--- src/rtl/exec_pkg.sv ---
`default_nettype none
// ============================================================================
// Module      : exec_pkg
// Description : Shared types and constants for the execute stage: ALU
//               opcodes, forwarding selects and the EX/MEM buffer layout.
// Revision    : 1.0 - initial release
// ============================================================================
package exec_pkg;

    typedef enum logic [3:0] {
        ALU_ADD  = 4'd0,
        ALU_SUB  = 4'd1,
        ALU_AND  = 4'd2,
        ALU_OR   = 4'd3,
        ALU_XOR  = 4'd4,
        ALU_SLL  = 4'd5,
        ALU_SRL  = 4'd6,
        ALU_SRA  = 4'd7,
        ALU_MUL  = 4'd8,
        ALU_SLT  = 4'd9,
        ALU_PASS = 4'd10
    } alu_op_t;

    // Forwarding selects driven by the hazard unit; 2'b11 behaves as FWD_REG.
    localparam logic [1:0] FWD_REG = 2'b00;
    localparam logic [1:0] FWD_WB  = 2'b01;
    localparam logic [1:0] FWD_MEM = 2'b10;

    // EX/MEM buffer bit offsets (LSB of each field). Fixed-width fields sit
    // at the bottom; the N-wide fields stack above them.
    localparam int OFF_REGWRITE = 0;
    localparam int OFF_MEMTOREG = 1;
    localparam int OFF_MEMWRITE = 2;
    localparam int OFF_BRANCH   = 3;
    localparam int OFF_NEG      = 4;
    localparam int OFF_ZERO     = 5;
    localparam int OFF_RB       = 6;
    localparam int OFF_RA       = 10;
    localparam int OFF_RC       = 14;
    localparam int OFF_IMM      = 18;

    function automatic int off_pc(input int n);
        return OFF_IMM + n;
    endfunction

    function automatic int off_store(input int n);
        return OFF_IMM + 2 * n;
    endfunction

    function automatic int off_alu(input int n);
        return OFF_IMM + 3 * n;
    endfunction

    function automatic int buf_width(input int n);
        return OFF_IMM + 4 * n;
    endfunction

endpackage
`default_nettype wire

--- src/rtl/exec_stage_alu.sv ---
`default_nettype none
// ============================================================================
// Module      : alu
// Description : N-bit combinational ALU with zero and negative flags.
// Revision    : 1.0 - initial release
// ============================================================================
module alu
    import exec_pkg::*;
#(
    parameter int N = 16
) (
    input  logic [N-1:0] a,
    input  logic [N-1:0] b,
    input  alu_op_t      op,
    output logic [N-1:0] y,
    output logic         zero,
    output logic         neg
);

    localparam int SH_W = $clog2(N);

    logic [SH_W-1:0] w_shamt;
    logic [2*N-1:0]  w_product;
    logic            w_lt;

    assign w_shamt   = b[SH_W-1:0];
    assign w_product = a * b;
    assign w_lt      = ($signed(a) < $signed(b));

    // Operation select; unassigned opcodes yield zero.
    always_comb begin
        y = '0;
        case (op)
            ALU_ADD:  y = a + b;
            ALU_SUB:  y = a - b;
            ALU_AND:  y = a & b;
            ALU_OR:   y = a | b;
            ALU_XOR:  y = a ^ b;
            ALU_SLL:  y = a << w_shamt;
            ALU_SRL:  y = a >> w_shamt;
            ALU_SRA:  y = $unsigned($signed(a) >>> w_shamt);
            ALU_MUL:  y = w_product[N-1:0];
            ALU_SLT:  y = {{(N-1){1'b0}}, w_lt};
            ALU_PASS: y = b;
            default:  y = '0;
        endcase
    end

    assign zero = (y == '0);
    assign neg  = y[N-1];

endmodule
`default_nettype wire

--- src/rtl/exec_stage.sv ---
`default_nettype none
// ============================================================================
// Module      : exec_stage
// Description : Execute stage. Forwarded operand selection, ALU, and the
//               EX/MEM pipeline buffer (stall on en=0, async flush on rst).
// Revision    : 1.0 - initial release
// ============================================================================
module exec_stage
    import exec_pkg::*;
#(
    parameter int N = 16
) (
    input  logic             clk,
    input  logic             rst,
    input  logic             en,
    input  logic [N-1:0]     rd1,
    input  logic [N-1:0]     rd2,
    input  logic [N-1:0]     pc,
    input  logic [N-1:0]     imm,
    input  logic [N-1:0]     aluOut,
    input  logic [N-1:0]     result,
    input  logic [N-1:0]     rd3,
    input  logic [3:0]       aluControl,
    input  logic [3:0]       Ra,
    input  logic [3:0]       Rb,
    input  logic [3:0]       Rc,
    input  logic             immSrc,
    input  logic             branchFlag,
    input  logic             memWrite,
    input  logic             memToReg,
    input  logic             regWrite,
    input  logic [1:0]       Fa,
    input  logic [1:0]       Fb,
    output logic [4*N+17:0]  bufferOut
);

    localparam int BUF_W = 4 * N + 18;

    logic [N-1:0]     w_fwd_a;
    logic [N-1:0]     w_fwd_b;
    logic [N-1:0]     w_op_a;
    logic [N-1:0]     w_op_b;
    logic [N-1:0]     w_alu_y;
    logic             w_zero;
    logic             w_neg;
    logic [BUF_W-1:0] w_packed;

    // Forwarding muxes: WB result, MEM-stage ALU result, else register data.
    always_comb begin
        w_fwd_a = rd1;
        w_fwd_b = rd2;
        case (Fa)
            FWD_WB:  w_fwd_a = result;
            FWD_MEM: w_fwd_a = aluOut;
            default: w_fwd_a = rd1;
        endcase
        case (Fb)
            FWD_WB:  w_fwd_b = result;
            FWD_MEM: w_fwd_b = aluOut;
            default: w_fwd_b = rd2;
        endcase
    end

    // Branches compute a target from the PC; immediates replace operand B.
    assign w_op_a = branchFlag ? pc  : w_fwd_a;
    assign w_op_b = immSrc     ? imm : w_fwd_b;

    alu #(
        .N (N)
    ) u_alu (
        .a    (w_op_a),
        .b    (w_op_b),
        .op   (alu_op_t'(aluControl)),
        .y    (w_alu_y),
        .zero (w_zero),
        .neg  (w_neg)
    );

    // Store data is the raw rd3; any forwarding for it happens downstream.
    assign w_packed = {w_alu_y, rd3, pc, imm, Rc, Ra, Rb,
                       w_zero, w_neg, branchFlag, memWrite, memToReg, regWrite};

    // EX/MEM buffer: async flush to a bubble, load when enabled, else hold.
    always_ff @(posedge clk or posedge rst) begin
        if (rst) begin
            bufferOut <= '0;
        end else if (en) begin
            bufferOut <= w_packed;
        end
    end

endmodule
`default_nettype wire

--- config.mk ---
export PLATFORM = sky130hd
export DESIGN_NAME = exec_stage
export DESIGN_NICKNAME = d
export VERILOG_FILES = /design/src/rtl/exec_pkg.sv /design/src/rtl/exec_stage_alu.sv /design/src/rtl/exec_stage.sv
export SDC_FILE = /design/constraint.sdc
export NUM_CORES = 1
export LEC_CHECK = 0
export CAP_MARGIN = 20
export CORE_MARGIN = 1
export CORE_UTILIZATION = 53
export DETAILED_ROUTE_END_ITERATION = 8
export PLACE_DENSITY_LB_ADDON = 0.05
export SLEW_MARGIN = 10
export SYNTH_ARGS = -nofsm -noshare
export SYNTH_HDL_FRONTEND = slang
export SYNTH_SLANG_ARGS = --single-unit
--- constraint.sdc ---
create_clock -name clk -period 6.94 [get_ports clk]
set_input_delay 0.694 -clock clk [delete_from_list [all_inputs] [get_ports clk]]
set_output_delay 0.694 -clock clk [all_outputs]
set_load 0.005 [all_outputs]
==> impl_metrics.csv <==
group,metric,value,unit
synth,synth.area.mux_share,0.104,
timing,achievable-frequency,0.145,GHz
place,port_buffers,221,
clock_tree,clock_sink_count,81,
floorplan,die_height,153,µm
floorplan,number_of_top_level_pins,222,
grt,grt_overflow_total,0,
clock_tree,clk_transition_reported_paths,0.08,ns
pwr,power.density_cell_area,451,nW/µm²
drt,drt-initial-drc-count,1423,
critical_path,cp.arrival,7.20,ns
grt,global_route.usage.total,0.434,
synth,number_of_synthesized_flops_with_an_enable_pin,0,
final_layout,largest_register_ff_count,81,
final_layout,mostFrequentLayoutCell,"clkdlybuf4s50_1",
timing,fin_worst_skew,0,ns
final_layout,finish.instance_area,16800,µm²
final_layout,fraction_of_layout_instances_using_a_drive_strength_above_1,0.235,
timing,drv_slew,0,
synth,count_of_mapped_cells_out_of_synthesis,1451,
critical_path,worst-setup-path-type,"primary input to flip-flop",
drt,vias_per_cell,6.32,
final_layout,finalNetCount,2139,
clock_tree,h-tree-depth,3,
timing,tightest_pin_transition,1.09,ns
synth,ys_ff_latch,81,
synth,yosys.area_share.adder,0.243,
place,global_placer_s_final_weighted_congestion,1.13,
synth,synth.distinct_cells,86,
critical_path,timing.critical_path.required,7.23,ns
drt,route.vias.total,13262,
floorplan,placementRows,54,
drt,postRouteAntennaNets,0,
final_layout,insertedDiodeCount,0,
critical_path,worstSetupStartpointType,"primary input",
final_layout,final_cell_mix,"213 x clkdlybuf4s50_1, 211 x buf_4, 164 x nor2_1",
floorplan,core_region_area,22000,µm²
place,placement.cell_area,15700,µm²
synth,mappedNetlistArea,12000,µm²
synth,synth_top_flop_cell,"dfrtp_1",
grt,grt_first_pass_wirelength,77200,µm
grt,grt_pass1_vias,13577,
synth,synth_compound_gate_area_share,0.207,
final_layout,fillCellCount,1543,
synth,async_reset_ff_frac,1.00,
timing,setup_viol,0,
synth,syn_area_per_cell,8.30,µm²
drt,firstDrtPassIters,7,
synth,ys_warn_count,0,
floorplan,start_util,0.547,
drt,wirelength,51000,µm
pwr,leakage,7.56,nW
pwr,vdd_drop_max,592,µV
synth,mappedNetlistNets,1776,
critical_path,setup.worst_path.end_class,"flip-flop",
timing,post-route-period-util,0.995,
clock_tree,clock_latency,0.35,ns
synth,sequential_element_share_of_the_synthesized_area,0.168,
synth,synth_xor_area_frac,0.0327,
job,maximum_capacitance_violations,0,
final_layout,syn_to_final_growth,39.6,%
synth,combinational_family_with_the_most_area_after_synthesis,"adder cells",
final_layout,regs_by_ff_count,"bufferOut: 81 flops",
outcome,run_status,"complete, no violations",
critical_path,setup.reg_to_reg.worst_slack,6.12,ns
min_path,timing.hold.worst.class,"flip-flop to flip-flop",
drt,drc_viols,0,
floorplan,fp.dieW,153,µm
grt,grt_start_max_net_pins,94,
final_layout,seq_area,2030,µm²
final_layout,multiInputGateArea,9440,µm²
clock_tree,cts-root-buf,"clkbuf_16",
place,place_hpwl,40300,µm
synth,synthSimpleGateAreaFrac,0.151,
clock_tree,cts-buffers-inserted,9,
final_layout,regMostFlops,"bufferOut",
critical_path,critical_path.max_fanout,4,
timing,setup-tns-final,0,ns
drt,routedWlPerCell,24.3,µm
clock_tree,tritoncts,"built",
grt,grt_antenna_before_repair,0,
clock_tree,cts.path.max_buffers,2,
timing,hold_viol,0,
timing,unrepaired_setup_endpoints_after_global_routing,"true",
clock_tree,post_cts_hold_buffer_count,0,
timing,slew_headroom,0.253,
floorplan,floorplan.die_area,23300,µm²
timing,final.min_clock_period,6.91,ns
final timing paths:
kind / start / to / cells past startpoint
worst max register to register: bufferOut[75]$_DFFE_PP0P_ / bufferOut[75]$_DFFE_PP0P_ / 2
min in group asynchronous: rst / bufferOut[64]$_DFFE_PP0P_ / 3
max in group asynchronous: rst / bufferOut[22]$_DFFE_PP0P_ / 4
worst min-delay path: bufferOut[5]$_DFFE_PP0P_ / bufferOut[5]$_DFFE_PP0P_ / 1
worst min register to register: bufferOut[5]$_DFFE_PP0P_ / bufferOut[5]$_DFFE_PP0P_ / 1
worst max-delay path: aluOut[4] / bufferOut[5]$_DFFE_PP0P_ / 25
routing by layer:
layer	track usage	routed length [µm]	vias to the layer above
met5	0	0	-
met1	0.522	18700	6333
met4	0.252	3440	0
li1	-	-	5784
met2	0.690	22800	921
met3	0.130	6050	224
cell families (layout without fill, tap and decap cells):
logic type / after synthesis / after routing
fa+ha+maj: 185 / 185
buf+inv: 265 / 633
compound gates: 344 / 344
mux: 115 / 115
simple gates: 416 / 416
flops: 81 / 81
xor+xnor: 45 / 45
area by class of cell:
cell class                      instances  share of cell area
Inverter                              170              0.0389
Timing Repair Buffer                  447               0.238
Tap cell                              280              0.0208
Clock inverter                          7             0.00774
Sequential cell                        81               0.120
Clock buffer                            9              0.0134
Multi-Input combinational cell       1105               0.561
power by group:
part,internal (mW),switching [mW]
combinational,2.91,3.49
sequential,0.539,0.0432
clock,0.360,0.234
per-stage QoR:
stage	setup slack, ns	total power, mW	hold WS, ns	std cells	utilization
floorplan	0.0141	3.86	0.476	1451	-
CTS	0.00544	7.25	0.509	2083	0.748
finish	0.0342	7.58	0.501	2099	0.764
global route	-0.130	7.96	0.520	2099	0.764
detailed placement	-1.27	6.09	0.487	2056	0.714
global placement	-1.16	5.94	0.483	2056	0.714
synthesized netlist by cell type, drive strengths merged, types with 4 or more instances:
| library cell | n | area share |
|---|---|---|
| a2111oi | 10 | 0.0080 |
| a211oi | 16 | 0.011 |
| a21o | 7 | 0.0044 |
| a21oi | 72 | 0.030 |
| a221o | 11 | 0.0091 |
| a221oi | 27 | 0.020 |
| a22o | 11 | 0.0080 |
| a22oi | 15 | 0.0093 |
| a31oi | 8 | 0.0042 |
| buf | 54 | 0.028 |
| clkbuf | 41 | 0.013 |
| clkinv | 5 | 0.0016 |
| dfrtp | 81 | 0.17 |
| fa | 81 | 0.13 |
| ha | 104 | 0.11 |
| inv | 165 | 0.052 |
| mux2 | 69 | 0.065 |
| mux2i | 46 | 0.040 |
| nand2 | 127 | 0.040 |
| nand2b | 19 | 0.0099 |
| nand3 | 24 | 0.010 |
| nand4 | 7 | 0.0036 |
| nor2 | 173 | 0.054 |
| nor2b | 17 | 0.0088 |
| nor3 | 26 | 0.011 |
| nor4 | 7 | 0.0042 |
| o2111ai | 6 | 0.0044 |
| o211ai | 8 | 0.0050 |
| o21a | 6 | 0.0037 |
| o21ai | 53 | 0.022 |
| o21bai | 5 | 0.0031 |
| o221a | 10 | 0.011 |
| o221ai | 13 | 0.010 |
| o22ai | 21 | 0.011 |
| o31ai | 17 | 0.012 |
| or2 | 4 | 0.0021 |
| xnor2 | 35 | 0.025 |
| xor2 | 10 | 0.0073 |
critical path, stage by stage:
cell and delay, ns:
clkdlybuf4s50_1 0.55, a221oi_2 0.10, buf_4 0.15, o31ai_4 0.42
inv_2 0.09, nor2_2 0.13, fa_1 0.46, fa_1 0.50
ha_2 0.19, fa_1 0.47, inv_1 0.06, fa_1 0.49
fa_1 0.49, inv_1 0.04, ha_1 0.30, buf_4 0.15
a211o_1 0.21, a21oi_1 0.17, buf_4 0.17, o21ai_0 0.13
nor4_2 0.41, nand4_1 0.16, nor4_2 0.26, and4_1 0.24
a32o_1 0.16
repair_timing:
| action | in CTS | in global routing |
|---|---|---|
| setup endpoints to repair | 8 | 5 |
| pin swaps | 39 | 28 |
| buffers inserted | 11 | 14 |
| gates resized for setup | 67 | 55 |
Power figures use the tool's default switching activity.
